<file path="config.mk">
export PLATFORM = sky130hd
export DESIGN_NAME = s2p_deframer
export DESIGN_NICKNAME = d
export VERILOG_FILES = /design/src/rtl/s2p_deframer.sv
export SDC_FILE = /design/constraint.sdc
export NUM_CORES = 1
export LEC_CHECK = 0
export CAP_MARGIN = 0
export CORE_MARGIN = 4
export CORE_UTILIZATION = 50
export CTS_CLUSTER_SIZE = 8
export DETAILED_ROUTE_END_ITERATION = 8
export DONT_BUFFER_PORTS = 1
export PLACE_DENSITY_LB_ADDON = 0.12
export SYNTH_ARGS = -nofsm -noshare
export SYNTH_HDL_FRONTEND = slang
export SYNTH_SLANG_ARGS = --single-unit
</file>
<file path="constraint.sdc">
create_clock -name clk -period 4.7 [get_ports clk]
set_clock_uncertainty 0.2 [all_clocks]
set_input_delay 1.41 -clock clk [delete_from_list [all_inputs] [get_ports clk]]
set_output_delay 1.41 -clock clk [all_outputs]
set_load 0.05 [all_outputs]
</file>
<file path="src/rtl/s2p_deframer.sv">
// Serial-to-parallel deframer: MSB-first bits framed by sof, one-entry valid/ready output.
// Optional even-parity bit after each word when S2P_PARITY_CHECK_EN is defined.
module s2p_deframer #(
    parameter int width = 8
) (
    input  logic             clk,
    input  logic             rst,
    input  logic             serin,
    input  logic             sin_valid,
    input  logic             sof,
    output logic [width-1:0] parout,
    output logic             pout_valid,
    input  logic             pout_ready,
    output logic             frame_err,
    output logic             overrun,
    output logic             parity_err,
    input  logic             err_clr
);

    localparam int CW = $clog2(width + 1);

`ifdef S2P_PARITY_CHECK_EN
    // Full word must be held while waiting for the parity bit.
    localparam int SRW = width;
    typedef enum logic [1:0] {IDLE, SHIFT, PARITY} state_t;
`else
    // The last data bit is taken straight from serin, so one bit less is stored.
    localparam int SRW = width - 1;
    typedef enum logic {IDLE, SHIFT} state_t;
`endif

    state_t           state;
    logic [CW-1:0]    cnt;
    logic [SRW-1:0]   sr;
    logic [SRW-1:0]   sr_next;
    logic [width-1:0] word;
    logic             done;
    logic             fe_set;
    logic             last;
    logic             xfer;
`ifdef S2P_PARITY_CHECK_EN
    logic             pe_set;
`endif

    assign last = (cnt == CW'(width - 1));
    assign xfer = !pout_valid || pout_ready;

    always_comb begin
        done   = 1'b0;
        fe_set = 1'b0;
`ifdef S2P_PARITY_CHECK_EN
        sr_next = {sr[width-2:0], serin};
        word    = sr;
        pe_set  = 1'b0;
`else
        word    = {sr, serin};
        sr_next = word[width-2:0];
`endif
        if (sin_valid) begin
            if (state == SHIFT) begin
                if (sof) begin
                    fe_set = 1'b1;
                end else if (last) begin
`ifndef S2P_PARITY_CHECK_EN
                    done = 1'b1;
`endif
                end
            end
`ifdef S2P_PARITY_CHECK_EN
            else if (state == PARITY) begin
                if (sof) begin
                    fe_set = 1'b1;
                end else begin
                    done   = 1'b1;
                    pe_set = ^{sr, serin};
                end
            end
`endif
        end
    end

    always_ff @(posedge clk) begin
        if (rst) begin
            state      <= IDLE;
            cnt        <= '0;
            sr         <= '0;
            parout     <= '0;
            pout_valid <= 1'b0;
            frame_err  <= 1'b0;
            overrun    <= 1'b0;
`ifdef S2P_PARITY_CHECK_EN
            parity_err <= 1'b0;
`endif
        end else begin
            if (sin_valid) begin
                if (sof) begin
                    state <= SHIFT;
                    cnt   <= CW'(1);
                    sr    <= SRW'(serin);
                end else if (state == SHIFT) begin
                    sr <= sr_next;
                    if (last) begin
                        cnt <= '0;
`ifdef S2P_PARITY_CHECK_EN
                        state <= PARITY;
`else
                        state <= IDLE;
`endif
                    end else begin
                        cnt <= cnt + CW'(1);
                    end
                end
`ifdef S2P_PARITY_CHECK_EN
                else if (state == PARITY) begin
                    state <= IDLE;
                    cnt   <= '0;
                end
`endif
            end

            // A completed word loads the holding register even while the old one is being consumed.
            if (done && xfer) begin
                parout     <= word;
                pout_valid <= 1'b1;
            end else if (pout_valid && pout_ready) begin
                pout_valid <= 1'b0;
            end

            frame_err <= fe_set | (frame_err & ~err_clr);
            overrun   <= (done & ~xfer) | (overrun & ~err_clr);
`ifdef S2P_PARITY_CHECK_EN
            parity_err <= (done & pe_set) | (parity_err & ~err_clr);
`endif
        end
    end

`ifndef S2P_PARITY_CHECK_EN
    assign parity_err = 1'b0;
`endif

endmodule

</file>
Word-level counts from Yosys, hierarchy flattened
Cells that the tools add are included.
{ "word_totals": {"reg_bits": 23, "input_bits": 7, "out_inout_bits": 12, "word_cells": 40} }
{ "op_classes": {"n_addsub": 1, "eq_ne": 1, "mux": 17, "bitwise": 7, "reduce_logical": 7} }
{ "ops": {"columns": ["operator", "n"], "rows": [
  ["7-bit 2-to-1 mux", 2],
  ["1-bit 2-to-1 mux", 12],
  ["4-bit 2-to-1 mux", 3],
  ["4-bit by 1-bit adder with 4-bit output (second input constant)", 1],
  ["4-bit by 3-bit equality test with 1-bit output (second input constant)", 1],
  ["2-bit nonzero test", 2],
  ["1-bit AND", 3],
  ["1-bit logical AND", 2],
  ["1-bit NOT", 2],
  ["1-bit bitwise OR", 2],
  ["2-bit AND reduction", 1],
  ["1-bit logical NOT", 1],
  ["1-bit logical OR", 1]
]} }

Depth between registers and ports, before layout
Gate-level depths: netlist of run 1.
{ "depth": {"word_depth": 7, "ltp_mapped": 5, "depth_no_buf": 4} }

Worst setup path before layout of run 1
OpenSTA, ideal clock, no wires.
{ "synth_path": {"path_kind": "input -> register", "start": "input sof", "end": "register parout[0]", "setup_time_ps": 72, "arrival_time_ps": 2254, "required_ps": 4428, "setup_slack_ps": 2174, "stages": 4, "n_path_buf": 1, "cell_sequence": "and4bb_2 -> nor3b_1 -> buf_6 -> mux2i_1"} }
{ "synth_between": {"elab_chain_len": 4} }
{ "synth_rtl": {"columns": ["element", "line", "source"], "rows": [
  ["start, declared", "10", "input logic sof,"],
  ["1-bit 2-to-1 mux", "61", "if (sof) begin"],
  ["1-bit 2-to-1 mux", "60", "if (state == SHIFT) begin"],
  ["1-bit 2-to-1 mux", "59", "if (sin_valid) begin"],
  ["1-bit logical AND", "122", "if (done && xfer) begin"],
  ["end signal, assigned", "123", "parout <= word;"],
  ["end, declared", "11", "output logic [width-1:0] parout,"]
]} }
Every way passes these cells.
A chain may end at the register's enable or synchronous reset.

Worst setup path in the final report of run 1
{ "layout_path": {"start": "register parout[0]", "end": "output parout[0]"} }
No word-level cell between the ends.

==> results of run 1 <==
## metrics by stage
step	area, um2	std cells
floorplan	993	104
global route	1010	126
global placement	982	122
finish	1010	126
detailed placement	982	122
CTS	1010	126
## kinds of logic (layout without fill, tap and decap cells)
kind of cell | after synthesis | in the layout | share of synthesized area
multiplexers | 9 | 9 | 0.0907
AO/OA/AOI/OAI | 18 | 18 | 0.121
other | 1 | 1 | 0.00377
flip-flops | 23 | 23 | 0.463
adder cells (fa/ha/maj) | 1 | 1 | 0.0126
buffers and inverters | 10 | 7 | 0.0579
AND/OR/NAND/NOR | 41 | 41 | 0.242
XOR/XNOR | 1 | 1 | 0.00882
## flip-flops by register name, summed over array words and instances (netlist names)
register / flops
overrun: 1
state: 1
cnt: 4
pout_valid: 1
frame_err: 1
sr: 7
parout: 8
## cell type report
| type | instances | share of cell area |
|---|---|---|
| Clock buffer | 3 | 0.0223 |
| Sequential cell | 23 | 0.456 |
| Multi-Input combinational cell | 71 | 0.471 |
| Timing Repair Buffer | 1 | 0.00743 |
| Tap cell | 25 | 0.0310 |
| Inverter | 2 | 0.00743 |
| Clock inverter | 1 | 0.00496 |
## power by group
part / switching (mW) / internal [mW] / total [mW]
Combinational: 0.00664 / 0.00588 / 0.0125
Clock: 0.0593 / 0.0317 / 0.0910
Sequential: 0.00341 / 0.197 / 0.201
## worst max-delay path by stage
stage               from         to  slack (ns)  cells past startpoint
2_1_floorplan        sof  parout[0]        2.17                      4
3_3_place_gp         sof  parout[7]        2.10                      4
3_5_place_dp         sof  parout[0]        2.11                      4
4_1_cts        parout[0]  parout[0]        2.10                      0
5_1_grt        parout[3]  parout[3]        2.07                      0
6_report       parout[0]  parout[0]        2.11                      0
## metal layers
| layer | part of all wire | vias up | wire length (um) | global-route usage |
|---|---|---|---|---|
| li1 | - | 352 | - | - |
| met1 | 0.51 | 332 | 850 | 0.198 |
| met2 | 0.41 | 19 | 683 | 0.198 |
| met3 | 0.073 | 2 | 121 | 0.0342 |
| met4 | 0.0048 | 0 | 8 | 0.0638 |
| met5 | 0 | - | 0 | 0 |
## Yosys cell counts, types with 2 or more instances
| master | n | area share |
|---|---|---|
| a22oi_1 | 7 | 0.053 |
| a31oi_1 | 2 | 0.013 |
| inv_1 | 2 | 0.0076 |
| a21oi_1 | 4 | 0.020 |
| o21ai_0 | 2 | 0.010 |
| buf_4 | 3 | 0.023 |
| nor2_1 | 10 | 0.038 |
| nand2_1 | 5 | 0.019 |
| dfxtp_1 | 23 | 0.46 |
| nand2b_1 | 16 | 0.10 |
| mux2i_1 | 9 | 0.091 |
| clkbuf_1 | 3 | 0.011 |
| nand3b_1 | 2 | 0.015 |
==> summary.txt, run 1 <==
Outcome
  • Status: completed

Worst setup path
  • Crit Reg-Reg Endpoint: parout[7]
  • Reg2reg start: cnt[0]
  • Startpoint types: register
  • FF-to-FF setup slack: 2.93 ns
  • Crit Path Max Fanout: 2
  • CP Class: reg -> out
  • CP endpoint kind: primary output
  • CP Data Required Time: 3.09 ns
  • Critical Path AT: slightly below 1 ns
  • Worst Reg2Reg Path Length in Cells: 5

Synth
  • Primary FF master, synth: dfxtp_1
  • Ys async rst share: 0
  • Yosys cell types: 29
  • Sequential element share of the synthesized area: 0.463
  • EDFF count, synth: 0
  • Post-synthesis cell count: 104
  • Mapped Area: 993 um2
  • Avg Cell Area, Syn: 9.55 um2
  • Syn Nets: 112
  • Number of synthesized register bits: 23
  • Yosys warnings: 0

Clocking
  • Hold-fix buffers, CTS: 0
  • Post-CTS setup buffers: 0
  • Sink Count: 23
  • CTS H-tree depth: 1
  • Maximum buffer depth of the clock tree: 2
  • CTS tree: built
  • Worst skew pair latency: roughly 0.30 ns
  • CTS clk-pin slew, worst paths: 0.13 ns
  • Total CTS buffers: 3
  • Post-CTS Resized: 0
  • CTS Root Cell: clkbuf_4

STA
  • Least-Margin Pin Slew: 0.521 ns
  • Final min period: 2.59 ns
  • WHS: 0.293 ns
  • Finish-stage setup viols: 0
  • Final TNS setup: 0 ns
  • Relative slew slack: 0.652
  • Crit share post-route: 0.551
  • Final setup margin: 2.11 ns
  • Final hold violation count: 0
  • Peak Freq: 386 MHz
  • Fin. max-slew vios: 0
  • RSZ-0062 raised after global routing: false

Finish
  • Layout Nets: 110
  • Final Util: 0.560
  • Commonest non-fill, non-tap cell in the layout: dfxtp_1
  • Fraction of layout cells with a size suffix above 1: 0.0891
  • Area grow syn2layout: 1.64%
  • FILL cells: 182
  • Antenna Cells: 0
  • Footprint of the multi-input gates: 475 um2
  • Most frequent cells in the layout: dfxtp_1, nand2b_1, nor2_1
  • Seq. cell area: between 400 and 500 um2

Pwr
  • Pwr/cell area: between 300 and 400 mW/mm2
  • Total power: between 300 and 400 uW
  • Largest vdd supply drop: 0.158 mV
  • LEAKAGE: 0.341 nW

Floorplan
  • Starting density of the core: 0.551
  • IO Pins: 19
  • Die ar.: 0.00276 mm2
  • Die Ht: 52.6 um
  • Die span in x: between 50 and 60 um
  • Row Count: 15
  • Core Area: 0.00180 mm2

Place
  • Worst slack, placed: 2.11 ns
  • DP HPWL: 1110 um
  • Count of input and output buffers: 0
  • Routability Congestion: 0.679

Global routing
  • First-pass GRT wire length: about 2900 um
  • Gr ovfl total: 0
  • Total track usage: 0.140
  • Largest net degree at the start of global routing: 33
  • Antenna violations before repair: 0
  • Number of global-route vias before repair: 637

Min path
  • Hold path endpoint: parout[7]
  • Worst hold path type: reg -> reg
  • Hold depth: 2
  • HP Start: sr[6]

Drt
  • DRT Wirelength: 1660 um
  • DRC Markers: 0
  • Antenna viol nets, final: 0
  • First drt pass iteration count: 4
  • Via count: 705
  • DR WL/cell: 13.2 um
  • Initial DRC count: 19
  • Via density: 5.60

Flow run
  • # Max-Cap Violations: 0
No activity file was read; power rests on OpenSTA's default activity.
==> run 2: changes to the inputs <==
Clock period 4.7 ns to 2.3 ns, I/O delays scaled along.
==> run 2 against run 1 <==
  * Total power is 100% higher
  * Critical path type unchanged
  * Combinational power is 100% higher
  * Cell count stayed put
  * Worst hold slack worse by 0.067 ns
  * Critical endpoint unchanged
  * Register-to-register slack worse by 2.4 ns
  * Non-clock buffer count stayed put
  * Final area stayed put
==> summary.txt, run 2 (same netlist as run 1, synthesis figures left out) <==
Outcome
  • Status: completed (unchanged)

Pwr
  • Seq pwr share: 0.661 (was 0.660)
  • LEAKAGE: 0.341 nW (unchanged)
  • Internal power: 480 uW (was 235 uW)
  • Sw Share: 0.226 (was 0.228)
  • P_sw: 140 uW (was 69.3 uW)
  • Combinational group share of total power: 0.041 (about the same)
  • Pwr/cell area: 613 mW/mm2 (was 301 mW/mm2)
  • Largest vdd supply drop: 0.297 mV (was 0.158 mV)
  • Clock power share: 0.297 (was 0.299)

Floorplan
  • Die ar.: 0.00276 mm2 (unchanged)
  • Die span in x: 52.6 um (unchanged)
  • Core Area: 0.00180 mm2 (unchanged)
  • IO Pins: 19 (unchanged)
  • Die Ht: 52.6 um (unchanged)
  • Starting density of the core: 0.551 (unchanged)
  • Row Count: 15 (unchanged)

Flow run
  • # Max-Cap Violations: 0 (unchanged)

STA
  • WHS: 0.226 ns (was 0.293 ns)
  • Least-Margin Pin Slew: 0.521 ns (about the same)
  • Final setup margin: 0.427 ns (was 2.11 ns)
  • Final min period: 1.87 ns
  • Finish-stage setup viols: 0 (unchanged)
  • Fin. max-slew vios: 0 (unchanged)
  • Peak Freq: 534 MHz
  • RSZ-0062 raised after global routing: false (unchanged)
  • Relative slew slack: 0.652 (about the same)
  • Final hold violation count: 0 (unchanged)
  • Crit share post-route: 0.814
  • Final TNS setup: 0 ns (unchanged)

Place
  • Count of input and output buffers: 0 (unchanged)
  • Worst slack, placed: 0.430 ns (was 2.11 ns)
  • DP HPWL: 1110 um (about the same)
  • Routability Congestion: 0.679 (unchanged)
  • # placed instances: 122 (unchanged)
  • Post-Place Cell Area: 982 um2 (unchanged)

Drt
  • DR WL met2: 706 um (was 683 um)
  • DRT Wirelength: 1670 um (was 1660 um)
  • Initial DRC count: 18 (was 19)
  • Via density: 5.52 (was 5.60)
  • DR WL/cell: 13.2 um (about the same)
  • Metal3 WL: 130 um (was 121 um)
  • Met1 WL: 800 um (was 850 um)
  • Via count: 696 (was 705)
  • DR top layer: met4 (unchanged)
  • Antenna viol nets, final: 0 (unchanged)
  • First drt pass iteration count: 4 (unchanged)
  • DRC Markers: 0 (unchanged)

Worst setup path
  • Startpoint types: register (unchanged)
  • CP Data Required Time: 1.41 ns (was 3.09 ns)
  • CP Class: reg -> out (unchanged)
  • CP endpoint kind: primary output (unchanged)
  • Crit Path Max Fanout: 2 (unchanged)
  • Critical Path AT: 0.98 ns (about the same)

Clocking
  • Total CTS buffers: 3 (unchanged)
  • CTS tree: built (unchanged)
  • Worst skew pair latency: 0.31 ns (was 0.30 ns)
  • CTS Root Cell: clkbuf_4 (unchanged)
  • Sink Count: 23 (unchanged)
  • Post-CTS setup buffers: 0 (unchanged)
  • Hold-fix buffers, CTS: 0 (unchanged)
  • Maximum buffer depth of the clock tree: 2 (unchanged)
  • CTS H-tree depth: 1 (unchanged)
  • Post-CTS Resized: 0 (unchanged)
  • CTS clk-pin slew, worst paths: 0.13 ns (about the same)

Global routing
  • Antenna violations before repair: 0 (unchanged)
  • First-pass GRT wire length: 2830 um (was 2880 um)
  • Largest net degree at the start of global routing: 33 (unchanged)
  • Number of global-route vias before repair: 625 (was 637)
  • Gr ovfl total: 0 (unchanged)
  • Total track usage: 0.141 (was 0.140)

Finish
  • Largest registers: parout (8), sr (7), cnt (4) (unchanged)
  • Commonest non-fill, non-tap cell in the layout: dfxtp_1 (unchanged)
  • Post-route insts no fill: 126 (unchanged)
  • Layout Nets: 110 (unchanged)
  • Largest register FFs: 8 (unchanged)
  • Footprint of the multi-input gates: 475 um2 (unchanged)
  • FILL cells: 178 (was 182)
  • Largest register by flop count: parout (unchanged)
  • Antenna Cells: 0 (unchanged)
  • Fraction of layout cells with a size suffix above 1: 0.0891 (unchanged)
  • Area grow syn2layout: 1.64% (unchanged)
  • Seq. cell area: 460 um2 (unchanged)
  • Final instance area: 0.00101 mm2 (unchanged)
  • Most frequent cells in the layout: dfxtp_1, nand2b_1, nor2_1 (unchanged)

Min path
  • Worst hold path type: in -> reg (was reg -> reg)
[run 2: cell counts in the layout (fill, tap and decap cells not counted)]
Identical to the previous run, type by type.
[run 2: layer usage]
layer,track usage,up-vias
li1,-,353
met1,0.191,312
met2,0.198,27
met3,0.0399,4
met4,0.0766,0
met5,0,-
[run 2: path summary, 6_finish.rpt]
| path | endpoint | cells after the start | start | slack (ns) |
|---|---|---|---|---|
| worst max-delay path | parout[0] | 0 | parout[0] | 0.43 |
| worst min-delay path | sr[0] | 1 | rst | 0.23 |
| worst max register to register | parout[7] | 5 | cnt[0] | 0.52 |
| worst min register to register | parout[7] | 2 | sr[6] | 0.29 |
[run 2: layout make-up]
cell class | instances | area share
Clock buffer | 3 | 0.0223
Clock inverter | 1 | 0.00496
Inverter | 2 | 0.00743
Multi-Input combinational cell | 71 | 0.471
Timing Repair Buffer | 1 | 0.00743
Sequential cell | 23 | 0.456
Tap cell | 25 | 0.0310
[run 2: power by group through the flow]
stage | Clock (mW) | Sequential [mW] | Combinational (mW)
finish | 0.184 | 0.410 | 0.0256
global placement | 0 | 0.418 | 0.0254
detailed placement | 0 | 0.418 | 0.0256
global route | 0.210 | 0.410 | 0.0281
CTS | 0.196 | 0.410 | 0.0257
floorplan | 0 | 0.415 | 0.0353
[run 2: through the flow]
stage / util / power, mW
finish: 0.560 / 0.619
global placement: 0.545 / 0.444
detailed placement: 0.545 / 0.444
global route: 0.560 / 0.649
floorplan: - / 0.451
CTS: 0.560 / 0.632
==> run 3: changes to the inputs <==
Clock period 2.3 ns to 1.6 ns, I/O delays scaled along.
==> run 3 against run 2 <==
  * Clock-buffer cell count unchanged
  * Critical endpoint is now parout[7]
  * Final area up 18%
  * Largest power group unchanged
  * Die area unchanged
  * Critical path type is now reg -> reg
==> summary.txt, run 3 (same netlist as run 1, synthesis figures left out) <==
Flow run
  • # Max-Cap Violations: 0 (unchanged)

Finish
  • Layout Nets: 129 (was 110)
  • Commonest non-fill, non-tap cell in the layout: dfxtp_1 (unchanged)
  • Most frequent cells in the layout: dfxtp_1, buf_4, nand2b_1 (was dfxtp_1, nand2b_1, nor2_1)
  • Final Util: 0.660 (was 0.560)
  • Fraction of layout cells with a size suffix above 1: 0.258 (was 0.0891)
  • Largest register FFs: 8 (unchanged)
  • Footprint of the multi-input gates: 499 um2 (was 475 um2)
  • Antenna Cells: 0 (unchanged)
  • Largest register by flop count: parout (unchanged)
  • Seq. cell area: 464 um2 (was 460 um2)
  • Area grow syn2layout: 19.6% (was 1.64%)
  • FILL cells: 162 (was 178)
  • Largest registers: parout (8), sr (7), cnt (4) (unchanged)

Pwr
  • Sw Share: 0.229 (was 0.226)
  • P_sw: 209 uW (was 140 uW)
  • Internal power: 700 uW (was 480 uW)
  • Total power: 909 uW (was 619 uW)
  • Pwr/cell area: 764 mW/mm2 (was 613 mW/mm2)
  • Seq pwr share: 0.647 (was 0.661)
  • Largest vdd supply drop: 0.588 mV (was 0.297 mV)
  • LEAKAGE: 0.441 nW (was 0.341 nW)
  • Clock power share: 0.294 (was 0.297)
  • Combinational group share of total power: 0.060 (was 0.041)

STA
  • Final min period: 1.56 ns
  • Crit share post-route: 0.974
  • Fin. max-slew vios: 0 (unchanged)
  • Finish-stage setup viols: 0 (unchanged)
  • Final hold violation count: 0 (unchanged)
  • RSZ-0062 raised after global routing: true (was false)
  • Final setup margin: 0.0422 ns (was 0.427 ns)
  • WHS: 0.0204 ns (was 0.226 ns)
  • Peak Freq: 642 MHz
  • Final TNS setup: 0 ns (unchanged)

Clocking
  • Sink Count: 23 (unchanged)
  • CTS Root Cell: clkbuf_4 (unchanged)
  • Maximum buffer depth of the clock tree: 2 (unchanged)
  • Worst skew pair latency: 0.31 ns (about the same)
  • Total CTS buffers: 3 (unchanged)
  • CTS tree: built (unchanged)
  • CTS H-tree depth: 1 (unchanged)
  • CTS clk-pin slew, worst paths: 0.13 ns (about the same)

Worst setup path
  • Crit Path Max Fanout: 8 (was 2)
  • CP endpoint kind: register (was primary output)
  • Crit Reg-Reg Endpoint: parout[7] (unchanged)
  • Critical Path AT: 1.60 ns (was 0.98 ns)
  • CP Data Required Time: 1.64 ns (was 1.41 ns)
  • FF-to-FF setup slack: 0.04 ns (was 0.52 ns)
  • Crit. Startpoint: cnt[0] (was parout[0])
  • Worst Reg2Reg Path Length in Cells: 5 (unchanged)
  • End point of the critical path: parout[7] (was parout[0])
  • Startpoint types: register (unchanged)
  • Reg2reg start: cnt[0] (unchanged)
  • CP Class: reg -> reg (was reg -> out)

Global routing
  • Largest net degree at the start of global routing: 33 (unchanged)
  • Antenna violations before repair: 0 (unchanged)
  • Number of global-route vias before repair: 647 (was 625)
  • First-pass GRT wire length: 2860 um (was 2830 um)
  • Gr ovfl total: 0 (unchanged)
  • Total track usage: 0.141 (about the same)

Drt
  • First drt pass iteration count: 4 (unchanged)
  • DRC Markers: 0 (unchanged)
  • Via density: 5.20 (was 5.52)
  • Initial DRC count: 27 (was 18)
  • DRT Wirelength: 1800 um (was 1670 um)
  • Via count: 754 (was 696)
  • DR WL/cell: 12.4 um (was 13.2 um)
  • Antenna viol nets, final: 0 (unchanged)

Outcome
  • Status: completed (unchanged)

Floorplan
  • Core Area: 0.00180 mm2 (unchanged)
  • Die span in x: 52.6 um (unchanged)
  • IO Pins: 19 (unchanged)
  • Die ar.: 0.00276 mm2 (unchanged)
  • Starting density of the core: 0.551 (unchanged)
  • Row Count: 15 (unchanged)
  • Die Ht: 52.6 um (unchanged)

Place
  • Worst slack, placed: -0.0843 ns (was 0.430 ns)
  • Count of input and output buffers: 0 (unchanged)
  • Routability Congestion: 0.728 (was 0.679)
  • DP HPWL: 1180 um (was 1110 um)

Min path
  • Worst hold path type: in -> reg (unchanged)
run 3: cell count changes in the layout (fill, tap and decap cells not counted):
| cell | change |
|---|---|
| buf_6 | +1 |
| ha_1 | -1 |
| dfxtp_1 | -3 |
| ha_4 | +1 |
| nor3b_4 | +1 |
| dlygate4sd3_1 | +2 |
| nor3b_1 | -1 |
| dfxtp_2 | +3 |
| buf_4 | +16 |
run 3: how the worst min path moves through the flow:
stage	start	endpoint	slack [ns]	cells past startpoint
finish	rst	sr[1]	0.02	1
global route	rst	sr[4]	0.001	1
CTS	rst	sr[1]	0.01	1
detailed placement	parout[4]	parout[4]	0.26	2
global placement	parout[5]	parout[5]	0.26	2
floorplan	sr[6]	parout[7]	0.25	2
run 3: cell type report:
| cell class | count | area share |
|---|---|---|
| Clock buffer | 3 | 0.0189 |
| Timing Repair Buffer | 20 | 0.134 |
| Clock inverter | 1 | 0.00421 |
| Multi-Input combinational cell | 71 | 0.420 |
| Inverter | 2 | 0.00632 |
| Tap cell | 25 | 0.0263 |
| Sequential cell | 23 | 0.391 |
run 3: power by group through the flow:
stage / sequential [mW] / clock (mW) / combinational, mW
6_report: 0.587 / 0.267 / 0.0544
5_1_grt: 0.589 / 0.304 / 0.0590
4_1_cts: 0.586 / 0.277 / 0.0471
3_5_place_dp: 0.598 / 0 / 0.0465
3_3_place_gp: 0.598 / 0 / 0.0460
2_1_floorplan: 0.597 / 0 / 0.0507
run 3: worst max-delay path: stages (launching register included):
cell	delay, ns
dfxtp_2	0.37
ha_4	0.13
and4bb_2	0.24
nor3b_4	0.19
buf_6	0.18
mux2i_1	0.19
run 3: repair_timing:
item / 4_1_cts / 5_1_grt
hold endpoints to repair: 0 / 4
setup buffers: 0 / 1
pin swaps: 0 / 1
hold buffers: 0 / 2
gates resized for setup: 3 / 5
endpoints found under the setup margin: 8 / 9
run 3: per-layer routing:
layer / GRT usage / share of wire
met5: 0 / 0
met4: 0.0638 / 0.012
met3: 0.0370 / 0.070
met2: 0.205 / 0.42
met1: 0.194 / 0.50
run 3: metrics by stage:
| step | area [um2] | std cells |
|---|---|---|
| floorplan | 993 | 104 |
| finish | 1190 | 145 |
| global route | 1190 | 145 |
| detailed placement | 1100 | 138 |
| CTS | 1140 | 142 |
| global placement | 1100 | 138 |
